[src/rtl/scrypt_job_sequencer_if.sv]
// Handshake bundle between the I2C controller, header RAM, scrypt core and the job sequencer.
// The sequencer takes the slave modport; the surrounding logic (or a bench) takes master.
interface scrypt_job_sequencer_if #(
  parameter int unsigned HDR_BYTES = 80,
  parameter int unsigned AW        = $clog2(HDR_BYTES)
);
  logic [7:0]    rx_byte;
  logic          notify;
  logic          stop_found;
  logic          load_data;
  logic          inc_data;
  logic [7:0]    tx_byte;
  logic          valid_nonce;
  logic          hdr_we;
  logic [AW-1:0] hdr_addr;
  logic [7:0]    hdr_wdata;
  logic          core_start;
  logic          core_abort;
  logic          core_found;
  logic [31:0]   core_nonce;
  logic          core_done;
  logic          busy;
  logic          exhausted;
  logic          timeout;

  modport slave (
    input  rx_byte, notify, stop_found, load_data, inc_data, core_found, core_nonce, core_done,
    output tx_byte, valid_nonce, hdr_we, hdr_addr, hdr_wdata, core_start, core_abort, busy,
           exhausted, timeout
  );

  modport master (
    output rx_byte, notify, stop_found, load_data, inc_data, core_found, core_nonce, core_done,
    input  tx_byte, valid_nonce, hdr_we, hdr_addr, hdr_wdata, core_start, core_abort, busy,
           exhausted, timeout
  );
endinterface

[src/rtl/scrypt_job_sequencer.sv]
// Sequences one scrypt mining job: header collection, core launch, nonce readback over I2C.
// Optional hashing watchdog enabled by defining SCRYPT_WATCHDOG_EN.
module scrypt_job_sequencer #(
  parameter int unsigned HDR_BYTES   = 80,
  parameter int unsigned NONCE_BYTES = 4,
  parameter int unsigned TIMEOUT_CYC = 2**28
) (
  input logic                  clk,
  input logic                  n_rst,
  scrypt_job_sequencer_if.slave bus
);
  localparam int unsigned AW = $clog2(HDR_BYTES);
  localparam int unsigned IW = (NONCE_BYTES > 1) ? $clog2(NONCE_BYTES) : 1;

  typedef enum logic [2:0] {StCollect, StArmed, StStart, StHash, StResult} state_e;

  state_e        r_state;
  logic [AW-1:0] r_wr_ptr;
  logic [IW-1:0] r_tx_idx;
  logic [31:0]   r_nonce;
  logic          r_core_start;
  logic          r_exhausted;
  logic          r_timeout;
  logic          w_core_abort;
  logic          w_wd_hit;
  logic          w_unused;

`ifdef SCRYPT_WATCHDOG_EN
  logic [31:0] r_wd_cnt;
  assign w_wd_hit = (r_wd_cnt == 32'(TIMEOUT_CYC - 1));
  assign w_unused = bus.load_data;
`else
  assign w_wd_hit = 1'b0;
  assign w_unused = ^{bus.load_data, 32'(TIMEOUT_CYC)};
`endif

  always_ff @(posedge clk or negedge n_rst) begin
    if (!n_rst) begin
      r_state      <= StCollect;
      r_wr_ptr     <= '0;
      r_tx_idx     <= '0;
      r_nonce      <= '0;
      r_core_start <= 1'b0;
      r_exhausted  <= 1'b0;
      r_timeout    <= 1'b0;
`ifdef SCRYPT_WATCHDOG_EN
      r_wd_cnt     <= '0;
`endif
    end else begin
      r_core_start <= 1'b0;
      if (bus.notify) begin
        r_exhausted <= 1'b0;
        r_timeout   <= 1'b0;
      end
      unique case (r_state)
        StCollect: begin
          if (bus.notify) begin
            if (r_wr_ptr == AW'(HDR_BYTES - 1)) begin
              r_wr_ptr <= '0;
              if (bus.stop_found) begin
                r_state      <= StStart;
                r_core_start <= 1'b1;
              end else begin
                r_state <= StArmed;
              end
            end else if (bus.stop_found) begin
              r_wr_ptr <= '0;
            end else begin
              r_wr_ptr <= r_wr_ptr + 1'b1;
            end
          end else if (bus.stop_found) begin
            r_wr_ptr <= '0;  // partial header is discarded
          end
        end
        StArmed: begin
          if (bus.notify) begin
            r_wr_ptr <= AW'(1);
            r_state  <= StCollect;
          end else if (bus.stop_found) begin
            r_state      <= StStart;
            r_core_start <= 1'b1;
          end
        end
        StStart: begin
          r_state <= StHash;
`ifdef SCRYPT_WATCHDOG_EN
          r_wd_cnt <= '0;
`endif
        end
        StHash: begin
          if (bus.notify) begin
            r_wr_ptr <= AW'(1);
            r_state  <= StCollect;
          end else if (bus.core_found) begin
            r_nonce  <= bus.core_nonce;
            r_tx_idx <= '0;
            r_state  <= StResult;
          end else if (bus.core_done) begin
            r_exhausted <= 1'b1;
            r_state     <= StCollect;
          end else if (w_wd_hit) begin
            r_timeout <= 1'b1;
            r_state   <= StCollect;
          end
`ifdef SCRYPT_WATCHDOG_EN
          r_wd_cnt <= r_wd_cnt + 1'b1;
`endif
        end
        StResult: begin
          if (bus.notify) begin
            r_wr_ptr <= AW'(1);
            r_tx_idx <= '0;
            r_state  <= StCollect;
          end else if (bus.stop_found) begin
            r_tx_idx <= '0;  // keep the result so a re-read restarts at byte 0
          end else if (bus.inc_data) begin
            if (r_tx_idx == IW'(NONCE_BYTES - 1)) begin
              r_tx_idx <= '0;
              r_state  <= StCollect;
            end else begin
              r_tx_idx <= r_tx_idx + 1'b1;
            end
          end
        end
        default: r_state <= StCollect;
      endcase
    end
  end

  // Abort must coincide with the cycle that kills the hash, so it is decoded from current state.
  always_comb begin
    w_core_abort = 1'b0;
    if (r_state == StHash) begin
      if (bus.notify) begin
        w_core_abort = 1'b1;
      end else if (!bus.core_found && !bus.core_done && w_wd_hit) begin
        w_core_abort = 1'b1;
      end
    end
  end

  assign bus.hdr_we      = bus.notify;
  assign bus.hdr_addr    = r_wr_ptr;
  assign bus.hdr_wdata   = bus.rx_byte;
  assign bus.tx_byte     = r_nonce[{r_tx_idx, 3'b000} +: 8];
  assign bus.valid_nonce = (r_state == StResult);
  assign bus.busy        = (r_state == StStart) || (r_state == StHash);
  assign bus.core_start  = r_core_start;
  assign bus.core_abort  = w_core_abort;
  assign bus.exhausted   = r_exhausted;
  assign bus.timeout     = r_timeout;
endmodule
[src/flat_wrapper.sv]
// flat-port wrapper written by rule: the top's interface ports become plain ports
module scrypt_job_sequencer_flat 
#(
  parameter int unsigned HDR_BYTES   = 80,
  parameter int unsigned NONCE_BYTES = 4,
  parameter int unsigned TIMEOUT_CYC = 2**28
)
  (clk, n_rst, bus_rx_byte, bus_notify, bus_stop_found, bus_load_data, bus_inc_data, bus_core_found, bus_core_nonce, bus_core_done, bus_tx_byte, bus_valid_nonce, bus_hdr_we, bus_hdr_addr, bus_hdr_wdata, bus_core_start, bus_core_abort, bus_busy, bus_exhausted, bus_timeout);
  scrypt_job_sequencer_if #(.HDR_BYTES(HDR_BYTES)) bus_i ();
  input logic clk;
  input logic n_rst;
  input wire logic [$bits(bus_i.rx_byte)-1:0] bus_rx_byte;
  input wire logic [$bits(bus_i.notify)-1:0] bus_notify;
  input wire logic [$bits(bus_i.stop_found)-1:0] bus_stop_found;
  input wire logic [$bits(bus_i.load_data)-1:0] bus_load_data;
  input wire logic [$bits(bus_i.inc_data)-1:0] bus_inc_data;
  input wire logic [$bits(bus_i.core_found)-1:0] bus_core_found;
  input wire logic [$bits(bus_i.core_nonce)-1:0] bus_core_nonce;
  input wire logic [$bits(bus_i.core_done)-1:0] bus_core_done;
  output wire logic [$bits(bus_i.tx_byte)-1:0] bus_tx_byte;
  output wire logic [$bits(bus_i.valid_nonce)-1:0] bus_valid_nonce;
  output wire logic [$bits(bus_i.hdr_we)-1:0] bus_hdr_we;
  output wire logic [$bits(bus_i.hdr_addr)-1:0] bus_hdr_addr;
  output wire logic [$bits(bus_i.hdr_wdata)-1:0] bus_hdr_wdata;
  output wire logic [$bits(bus_i.core_start)-1:0] bus_core_start;
  output wire logic [$bits(bus_i.core_abort)-1:0] bus_core_abort;
  output wire logic [$bits(bus_i.busy)-1:0] bus_busy;
  output wire logic [$bits(bus_i.exhausted)-1:0] bus_exhausted;
  output wire logic [$bits(bus_i.timeout)-1:0] bus_timeout;
  assign bus_i.rx_byte = bus_rx_byte;
  assign bus_i.notify = bus_notify;
  assign bus_i.stop_found = bus_stop_found;
  assign bus_i.load_data = bus_load_data;
  assign bus_i.inc_data = bus_inc_data;
  assign bus_i.core_found = bus_core_found;
  assign bus_i.core_nonce = bus_core_nonce;
  assign bus_i.core_done = bus_core_done;
  assign bus_tx_byte = bus_i.tx_byte;
  assign bus_valid_nonce = bus_i.valid_nonce;
  assign bus_hdr_we = bus_i.hdr_we;
  assign bus_hdr_addr = bus_i.hdr_addr;
  assign bus_hdr_wdata = bus_i.hdr_wdata;
  assign bus_core_start = bus_i.core_start;
  assign bus_core_abort = bus_i.core_abort;
  assign bus_busy = bus_i.busy;
  assign bus_exhausted = bus_i.exhausted;
  assign bus_timeout = bus_i.timeout;
  scrypt_job_sequencer #(.HDR_BYTES(HDR_BYTES), .NONCE_BYTES(NONCE_BYTES), .TIMEOUT_CYC(TIMEOUT_CYC)) u_core (.clk(clk), .n_rst(n_rst), .bus(bus_i));
endmodule
[config.mk]
export PLATFORM = sky130hd
export DESIGN_NAME = scrypt_job_sequencer_flat
export DESIGN_NICKNAME = d
export VERILOG_FILES = /design/src/rtl/scrypt_job_sequencer_if.sv /design/src/rtl/scrypt_job_sequencer.sv /design/src/flat_wrapper.sv
export SDC_FILE = /design/constraint.sdc
export NUM_CORES = 1
export LEC_CHECK = 0
export CAP_MARGIN = 20
export CORE_AREA = 4 4 88 90
export CTS_BUF_LIST = sky130_fd_sc_hd__clkbuf_4 sky130_fd_sc_hd__clkbuf_8
export DETAILED_ROUTE_END_ITERATION = 10
export DIE_AREA = 0 0 92 94
export GPL_TIMING_DRIVEN = 0
export PLACE_DENSITY_LB_ADDON = 0.08
export SKIP_CTS_REPAIR_TIMING = 1
export SYNTH_ARGS = -nofsm -noshare
export SYNTH_HDL_FRONTEND = slang
export SYNTH_SLANG_ARGS = --single-unit
[constraint.sdc]
create_clock -name clk -period 3.1 [get_ports clk]
set_input_delay 0.62 -clock clk [delete_from_list [all_inputs] [get_ports clk]]
set_output_delay 0.62 -clock clk [all_outputs]
set_load 0.02 [all_outputs]
==> flow_metrics.py, run 1 <==
metrics = {
    "status": {
        "status": "completed",
    },
    "timing": {
        "fin_ws_ns": 0.267,
        "min_period_ns": 2.83,
        "setup_tns_ns": 0,
        "max_freq_ghz": 0.353,
        "hold_viol": 0,
        "rsz0062_at_grt": "no",
        "fin_crit_sh_pct": 91.4,
        "finalSetupViolCount": 0,
        "worst_slew_pin_slew_ns": 0.599,
        "slew_viol_final": 0,
        "skew_ns": 0.0111,
        "timing.slew.headroom_pct": 60.1,
    },
    "critical_path": {
        "cpMostUsedCell": "clkdlybuf4s50_1",
        "crit_type": "input pin to output pin",
        "reg2reg_from": "u_core.bus.hdr_addr[4]",
        "max_stage_delay_ns": 0.60,
        "cp_data_required_time_ns": 2.48,
        "arrival_ns": 2.21,
        "rr_endpoint": "u_core.bus.hdr_addr[3]",
        "crit_path_end_kind": "output pin",
        "r2r_slack_ns": 1.35,
        "reg2reg_depth": 4,
        "cp_slowest_cell": "clkdlybuf4s50_1",
        "cp-start-kind": "input pin",
        "path_cells": "clkdlybuf4s50_1 -> clkbuf_2 -> and3_1 -> clkdlybuf4s50_1",
        "worstPathMaxFanout": 10,
    },
    "synth": {
        "syn_avg_cell_area_um2": 13.3,
        "yosys.area.top_type_share_pct": 49.9,
        "syn-num-nets": 223,
        "ys_warn_count": 0,
        "synth_largest_area_cell": "dfrtp_1",
        "synthCells": 173,
        "synth_area_leaders": "dfrtp_1 50%, mux2_2 16%, mux4_2 7.8%",
        "ys_types": 36,
        "synth.cell_area_mm2": 0.00231,
        "synth.ff_latch_count": 46,
        "yosysSeqAreaShare_pct": 49.9,
    },
    "placed_design": {
        "gp_congestion": 0.725,
        "dp.cells": 339,
        "io_buffers": 66,
        "place_ws_ns": 0.101,
        "dpl.hpwl_mm": 3.77,
    },
    "pwr": {
        "internal_power_w": 0.000833,
        "switching_power_w": 0.000261,
        "clock_power_share_pct": 33.6,
        "comb_power_share_pct": 11.2,
        "p_leak_nw": 1.47,
        "vdd_drop_max_uv": 201,
        "p_per_area_mw_per_mm2": 342,
        "p_seq_share_pct": 55.2,
        "swShare_pct": 23.9,
    },
    "floorplanning": {
        "ios": 78,
        "fp-row-count": 31,
        "fp.dieH_um": 94,
        "die_x_um": 92,
        "start_util_pct": 32.7,
        "dieArea_mm2": 0.00865,
        "core_area_mm2": 0.00706,
    },
    "drt": {
        "drt_iter0_markers": 28,
        "drtPass1Iterations": 2,
        "post-route-drc-count": 0,
        "routed-via-count": 1609,
        "wl_per_cell_um": 15.0,
        "ant_nets": 0,
        "routed_wl_mm": 5.21,
        "via_per_inst": 4.64,
    },
    "clock_network": {
        "clk_pin_slew_ns": 0.09,
        "insertion_delay_ns": 0.30,
        "cts_max_path_buffers": 2,
        "cts-buffers-inserted": 5,
        "cts_num_sinks": 46,
        "htree_levels": 2,
        "root_buffer": "clkbuf_8",
        "cts_tree": "yes",
    },
    "final_layout": {
        "final_common_cell": "clkdlybuf4s50_1",
        "nNetsFinal": 297,
        "areaGrowthSynthToFinish_pct": 38.6,
        "final_cell_mix": "65 x clkdlybuf4s50_1, 46 x dfrtp_1, 32 x mux2_2",
        "fin_cells": 347,
        "num_antenna_cells": 0,
        "layout-drive-gt1-share_pct": 29.8,
    },
    "global_routing": {
        "grt_pass1_vias": 1711,
        "grt_max_degree": 29,
        "overflow": 0,
        "grt_pass1_wl_mm": 8.55,
        "antenna_found_initial": 0,
        "grt_usage_pct": 12.7,
    },
    "hold_path": {
        "hp-class": "input pin to async pin",
    },
    "job": {
        "drv_cap": 0,
    },
}
cell usage after synthesis:
cell type and number:
a21o_1 1, a21oi_1 6, a22o_1 8, a311oi_1 1, a41oi_1 1, and2b_1 1
and3_1 5, buf_1 2, buf_2 2, buf_4 13, buf_6 1, conb_1 1
dfrtp_1 46, ha_1 2, inv_1 3, mux2_2 32, mux2i_1 1, mux4_2 8
nand2_1 1, nand3_1 2, nand3_2 1, nand3b_1 2, nor2_1 5, nor2b_1 7
nor3_1 3, nor3_4 1, nor4b_1 2, nor4b_2 1, o21a_1 1, o21ai_0 2
o21ai_2 2, o21ba_1 1, o31ai_1 5, or3b_1 1, or3b_2 1, or3b_4 1
area by class of cell:
cell class	instances	area (um^2)
plain buffers	18	128
clock buffers	5	68.8
clock inverters	3	21.3
fillers	693	3860
inverters	3	11.3
multi-input cells	106	1020
flip-flops and latches	46	1150
well taps	99	124
repair buffers	67	676
power by group through the flow:
stage	clock (W)	combinational [W]	sequential, W
floorplan	0	0.0000376	0.000619
global route	0.000418	0.000133	0.000605
detailed placement	0	0.000124	0.000616
finish	0.000368	0.000122	0.000604
CTS	0.000391	0.000125	0.000604
global placement	0	0.000123	0.000616
per-layer routing:
layer | share of wire, % | up-vias | global-route usage (%)
li1 | - | 784 | -
met1 | 46 | 776 | 16.6
met2 | 48 | 42 | 20.7
met3 | 4.7 | 7 | 3.04
met4 | 1.2 | 0 | 4.08
met5 | 0 | - | 0
sequential cells by signal, summed over array words and instances, names as in the netlist:
register,cells
u_core.bus.core_start,1
u_core.bus.exhausted,1
u_core.bus.hdr_addr,7
u_core.r_nonce,32
u_core.r_state,3
u_core.r_tx_idx,2
kinds of logic after synthesis:
kind of cell	count (synthesis)	synth area share (%)
flip-flops	46	49.9
multiplexers	41	23.8
buffers and inverters	21	5.96
AND/OR/NAND/NOR	34	10.1
AO/OA/AOI/OAI	28	9.00
other	1	0.162
adder cells (fa/ha/maj)	2	1.08
metrics by stage:
| stage | cell area (um^2) | hold slack (ns) | total power, W | utilization (%) |
|---|---|---|---|---|
| final | 3200 | 0.265 | 0.00109 | 45.3 |
| after global routing | 3200 | 0.283 | 0.00116 | 45.3 |
| after CTS | 3200 | 0.268 | 0.00112 | 45.3 |
| after detailed placement | 3110 | 0.489 | 0.000741 | 44.0 |
| after global placement | 3090 | 0.484 | 0.000739 | 43.8 |
| after floorplan | 2310 | 0.324 | 0.000656 | - |
worst max-delay path, delay by kind of cell:
kind	cells	cell delay, ns
and+or+nand+nor	1	0.18
buffers and inverters	3	1.40
how the worst max path moves through the flow:
| stage | startpoint | end | slack [ns] | cells after the start |
|---|---|---|---|---|
| 2_1_floorplan | bus_notify | bus_core_abort | 1.29 | 2 |
| 3_3_place_gp | n_rst | u_core.r_nonce[18] | -0.04 | 1 |
| 3_5_place_dp | bus_notify | bus_core_abort | 0.10 | 4 |
| 4_1_cts | bus_notify | bus_core_abort | 0.10 | 4 |
| 5_1_grt | bus_notify | bus_core_abort | 0.20 | 4 |
| 6_report | bus_notify | bus_core_abort | 0.27 | 4 |
No activity file was read; power rests on OpenSTA's default activity.
==> run 2, diff against run 1 <==
- CORE_AREA: 4 4 88 90 -> 4 4 76 78
- DIE_AREA: 0 0 92 94 -> 0 0 80 82
- SKIP_CTS_REPAIR_TIMING: 1 -> unset
- clock period: 3.1 -> 3.05 ns (I/O delays scaled with it)
==> run 2 against run 1 <==
  * Register-to-register slack is essentially flat
  * Clock power is essentially flat
  * Worst hold slack lost 0.041 ns
  * Wire length shrank 7.6%
  * Count of clock-buffer cells in the layout is the same
  * Die area shrank 24%
  * Combinational power is essentially flat
  * Non-clock buffer count is the same
==> flow_metrics.py, run 2 (synthesized netlist as in run 1, its figures left out) <==
metrics = {
    "global_routing": {
        "grt_pass1_wl_mm": 7.74,
        "grt_usage_pct": 15.6,
        "antenna_found_initial": 0,
        "grt_pass1_vias": 1633,
        "grt_max_degree": 31,
        "overflow": 0,
    },
    "critical_path": {
        "crit_path_end_kind": "output pin",
        "max_stage_delay_ns": 0.60,
        "crit_start": "bus_notify",
        "crit_type": "input pin to output pin",
        "cpMostUsedCell": "clkdlybuf4s50_1",
        "rr_endpoint": "u_core.bus.hdr_addr[6]",
        "r2r_slack_ns": 1.36,
        "cp_slowest_cell": "clkdlybuf4s50_1",
        "cp-endpoint": "bus_core_abort",
        "path_cells": "clkdlybuf4s50_1 -> clkbuf_2 -> and3_1 -> clkdlybuf4s50_1",
        "cp_data_required_time_ns": 2.44,
        "worstPathMaxFanout": 10,
        "reg2reg_from": "u_core.bus.hdr_addr[5]",
        "reg2reg_depth": 4,
        "arrival_ns": 2.20,
        "cp-start-kind": "input pin",
    },
    "timing": {
        "slew_viol_final": 0,
        "rsz0062_at_grt": "no",
        "holdWs_ns": 0.224,
        "hold_viol": 0,
        "fin_crit_sh_pct": 92.2,
        "timing.slew.headroom_pct": 58.8,
        "setup_tns_ns": 0,
        "min_period_ns": 2.81,
        "skew_ns": 0.0109,
        "worst_slew_pin_slew_ns": 0.618,
        "max_freq_ghz": 0.356,
        "finalSetupViolCount": 0,
    },
    "clock_network": {
        "htree_levels": 2,
        "cts_setup_buffers": 0,
        "cts-buffers-inserted": 5,
        "insertion_delay_ns": 0.30,
        "root_buffer": "clkbuf_8",
        "cts_max_path_buffers": 2,
        "cts_num_sinks": 46,
        "clk_pin_slew_ns": 0.09,
        "cts_tree": "yes",
    },
    "final_layout": {
        "layout-drive-gt1-share_pct": 29.8,
        "num_antenna_cells": 0,
        "regMostFlops": "u_core.r_nonce",
        "nNetsFinal": 297,
        "final_core_util_pct": 62.3,
        "largest_reg_flops": 32,
        "final_common_cell": "clkdlybuf4s50_1",
        "n_fill_cell": 455,
        "areaGrowthSynthToFinish_pct": 36.9,
        "final_cell_mix": "65 x clkdlybuf4s50_1, 46 x dfrtp_1, 32 x mux2_2",
    },
    "floorplanning": {
        "fp-row-count": 26,
        "start_util_pct": 45.5,
        "core_area_mm2": 0.00507,
        "ios": 78,
        "dieArea_mm2": 0.00656,
        "die_x_um": 80,
        "fp.dieH_um": 82,
    },
    "pwr": {
        "swShare_pct": 23.3,
        "p_seq_share_pct": 55.6,
        "internal_power_w": 0.000847,
        "vdd_drop_max_uv": 174,
        "switching_power_w": 0.000257,
        "p_per_area_mw_per_mm2": 350,
        "p_leak_nw": 1.47,
        "clock_power_share_pct": 33.2,
        "comb_power_share_pct": 11.2,
    },
    "job": {
        "drv_cap": 0,
    },
    "drt": {
        "routed_wl_mm": 4.81,
        "drt_iter0_markers": 58,
        "routed-via-count": 1614,
        "post-route-drc-count": 0,
        "drtPass1Iterations": 4,
        "wl_per_cell_um": 15.1,
        "ant_nets": 0,
        "via_per_inst": 5.08,
    },
    "placed_design": {
        "io_buffers": 66,
        "dpl.hpwl_mm": 3.52,
        "gp_congestion": 0.771,
    },
    "status": {
        "status": "completed",
    },
    "hold_path": {
        "hp-class": "input pin to async pin",
    },
}
==> run 2: layer usage <==
metal / routed length [um] / GRT usage (%) / up-vias
li1: - / - / 779
met5: 0 / 0 / -
met2: 2360 / 25.8 / 42
met1: 2150 / 20.6 / 785
met3: 231 / 3.29 / 8
met4: 69 / 5.07 / 0
==> run 2: worst min-delay path by stage <==
stage                            start                    end  slack [ns]  cells after the start
finish                           n_rst      u_core.r_nonce[4]        0.22                      1
CTS                              n_rst      u_core.r_nonce[4]        0.23                      1
global placement    u_core.r_nonce[29]     u_core.r_nonce[29]        0.48                      1
global route                     n_rst      u_core.r_nonce[4]        0.24                      1
detailed placement  u_core.r_nonce[16]     u_core.r_nonce[16]        0.49                      1
floorplan                        n_rst  u_core.bus.core_start        0.31                      0
==> run 2: final cells by class <==
type / count / area, um^2 / area share (%)
tap: 70 / 87.6 / 2.77
multi-input combinational: 106 / 1020 / 32.3
sequential: 46 / 1150 / 36.4
buffer: 18 / 128 / 4.04
timing repair buffer: 67 / 676 / 21.4
inverter: 3 / 11.3 / 0.356
clock inverter: 3 / 18.8 / 0.594
clock buffer: 5 / 68.8 / 2.18
==> run 2: metrics by stage <==
stage	total power [W]	instance area, um^2	instances	setup WS, ns
floorplan	0.000667	2310	173	1.25
global placement	0.000750	3060	309	0.0116
detailed placement	0.000752	3070	310	0.0733
CTS	0.00113	3160	318	0.0785
global route	0.00115	3160	318	0.159
finish	0.00110	3160	318	0.239
==> run 2: timing repair <==
action                                  CTS  global route
gates resized for setup                   0             1
endpoints found under the setup margin    0             1
hold endpoints to repair                  0             0
hold buffers                              0             0
==> run 2: power groups by stage <==
stage	registers, W	clock network, W	logic (W)
after floorplan	0.000629	0	0.0000383
after global placement	0.000626	0	0.000123
after detailed placement	0.000626	0	0.000126
after CTS	0.000614	0.000385	0.000126
after global routing	0.000615	0.000406	0.000135
final	0.000614	0.000367	0.000124
==> run 2: critical path, delay by kind of cell <==
kind	cells	cell delay, ns
buffers and inverters	3	1.40
AND/OR/NAND/NOR	1	0.19
==> run 3, diff against run 2 <==
- CELL_PAD_IN_SITES_DETAIL_PLACEMENT: unset -> 1
- CELL_PAD_IN_SITES_GLOBAL_PLACEMENT: unset -> 2
- CORE_AREA: 4 4 76 78 -> 4 4 93 95
- CTS_CLUSTER_DIAMETER: unset -> 40
- DIE_AREA: 0 0 80 82 -> 0 0 97 99
==> run 3 against run 2 <==
  * Sequential share of layout area shrank 0.73 points
  * Count of clock-buffer cells in the layout did not move
  * Highest routed layer unchanged
  * Combinational power about the same
  * Largest cell class unchanged
  * Clock power grew 26%
==> flow_metrics.py, run 3 (synthesized netlist as in run 1, its figures left out) <==
metrics = {
    "critical_path": {
        "r2r_slack_ns": 1.28,
        "worstPathMaxFanout": 10,
        "crit_type": "input pin to output pin",
        "cp-start-kind": "input pin",
        "arrival_ns": 2.20,
        "reg2reg_depth": 5,
        "crit_path_end_kind": "output pin",
        "reg2reg_from": "u_core.bus.hdr_addr[0]",
        "cp_data_required_time_ns": 2.44,
        "rr_endpoint": "u_core.bus.hdr_addr[3]",
    },
    "floorplanning": {
        "die_x_um": 97,
        "fp.dieH_um": 99,
        "start_util_pct": 29.9,
        "core_area_mm2": 0.00773,
        "fp-row-count": 32,
        "dieArea_mm2": 0.00960,
        "ios": 78,
    },
    "clock_network": {
        "cts_setup_buffers": 0,
        "cts_num_sinks": 46,
        "cts_resized": 0,
        "cts_max_path_buffers": 2,
        "holdBufCountCts": 0,
        "cts_tree": "yes",
        "htree_levels": 2,
        "root_buffer": "clkbuf_8",
        "insertion_delay_ns": 0.29,
        "cts-buffers-inserted": 5,
        "clk_pin_slew_ns": 0.09,
    },
    "global_routing": {
        "antenna_found_initial": 0,
        "grt_usage_pct": 11.9,
        "grt_max_degree": 34,
        "overflow": 0,
        "grt_pass1_vias": 1708,
        "grt_pass1_wl_mm": 9.18,
    },
    "final_layout": {
        "nNetsFinal": 297,
        "final_common_cell": "clkdlybuf4s50_1",
        "largest_reg_flops": 32,
        "regMostFlops": "u_core.r_nonce",
        "areaGrowthSynthToFinish_pct": 39.7,
        "final_cell_mix": "65 x clkdlybuf4s50_1, 46 x dfrtp_1, 32 x mux2_2",
        "num_antenna_cells": 0,
        "layout-drive-gt1-share_pct": 29.8,
        "final_core_util_pct": 41.7,
    },
    "drt": {
        "drtPass1Iterations": 4,
        "drt_iter0_markers": 26,
        "wl_per_cell_um": 15.8,
        "routed_wl_mm": 5.53,
        "routed-via-count": 1639,
        "ant_nets": 0,
        "post-route-drc-count": 0,
        "via_per_inst": 4.68,
    },
    "timing": {
        "hold_viol": 0,
        "min_period_ns": 2.81,
        "skew_ns": 0.00895,
        "fin_crit_sh_pct": 92.1,
        "slew_viol_final": 0,
        "rsz0062_at_grt": "no",
        "worst_slew_pin_slew_ns": 0.648,
        "max_freq_ghz": 0.356,
        "fin_ws_ns": 0.241,
        "timing.slew.headroom_pct": 56.8,
        "finalSetupViolCount": 0,
    },
    "placed_design": {
        "place_ws_ns": 0.0448,
        "dpl.hpwl_mm": 4.13,
        "io_buffers": 66,
        "gp_congestion": 0.688,
    },
    "status": {
        "status": "completed",
    },
    "pwr": {
        "vdd_drop_max_uv": 187,
        "p_leak_nw": 1.48,
        "p_per_area_mw_per_mm2": 373,
        "report.power.total_w": 0.00120,
    },
    "job": {
        "drv_cap": 0,
    },
    "hold_path": {
        "hp-class": "input pin to async pin",
    },
}
-- run 3: worst max-delay path, stage by stage --
cell and delay, ns:
clkdlybuf4s50_1 0.55, clkbuf_2 0.25, and3_1 0.18, clkdlybuf4s50_1 0.60
-- run 3: power breakdown --
part	switching, W	internal (W)
combinational	0.0000510	0.0000744
clock	0.000217	0.000246
sequential	0.00000292	0.000612
-- run 3: stage by stage --
step | std cells | hold WS (ns) | cell area, um^2 | setup TNS (ns)
finish | 350 | 0.216 | 3230 | 0
global route | 350 | 0.230 | 3230 | 0
CTS | 350 | 0.223 | 3220 | 0
detailed placement | 342 | 0.489 | 3110 | 0
global placement | 341 | 0.484 | 3100 | -7.14
floorplan | 173 | 0.314 | 2310 | 0
-- run 3: final cells by class --
class	instances	area [um^2]
Inverter	3	11.3
Timing Repair Buffer	67	676
Tap cell	102	128
Clock inverter	3	43.8
Clock buffer	5	68.8
Sequential cell	46	1150
Fill cell	828	4500
Buffer	18	128
Multi-Input combinational cell	106	1020
-- run 3: metal layers --
layer  GRT usage, %  vias up  part of all wire [%]
li1               -      782                     -
met1           17.5      804                    50
met3           2.62        4                   4.6
met5              0        -                     0
met2           18.0       49                    45
met4           2.59        0                  0.76
-- run 3: worst max path at each step --
| stage | start | to | slack [ns] |
|---|---|---|---|
| floorplan | u_core.r_tx_idx[0] | bus_tx_byte[0] | 1.25 |
| global placement | n_rst | u_core.r_nonce[11] | -0.16 |
| detailed placement | bus_notify | bus_core_abort | 0.04 |
| CTS | bus_notify | bus_core_abort | 0.04 |
| global route | bus_notify | bus_core_abort | 0.14 |
| finish | bus_notify | bus_core_abort | 0.24 |
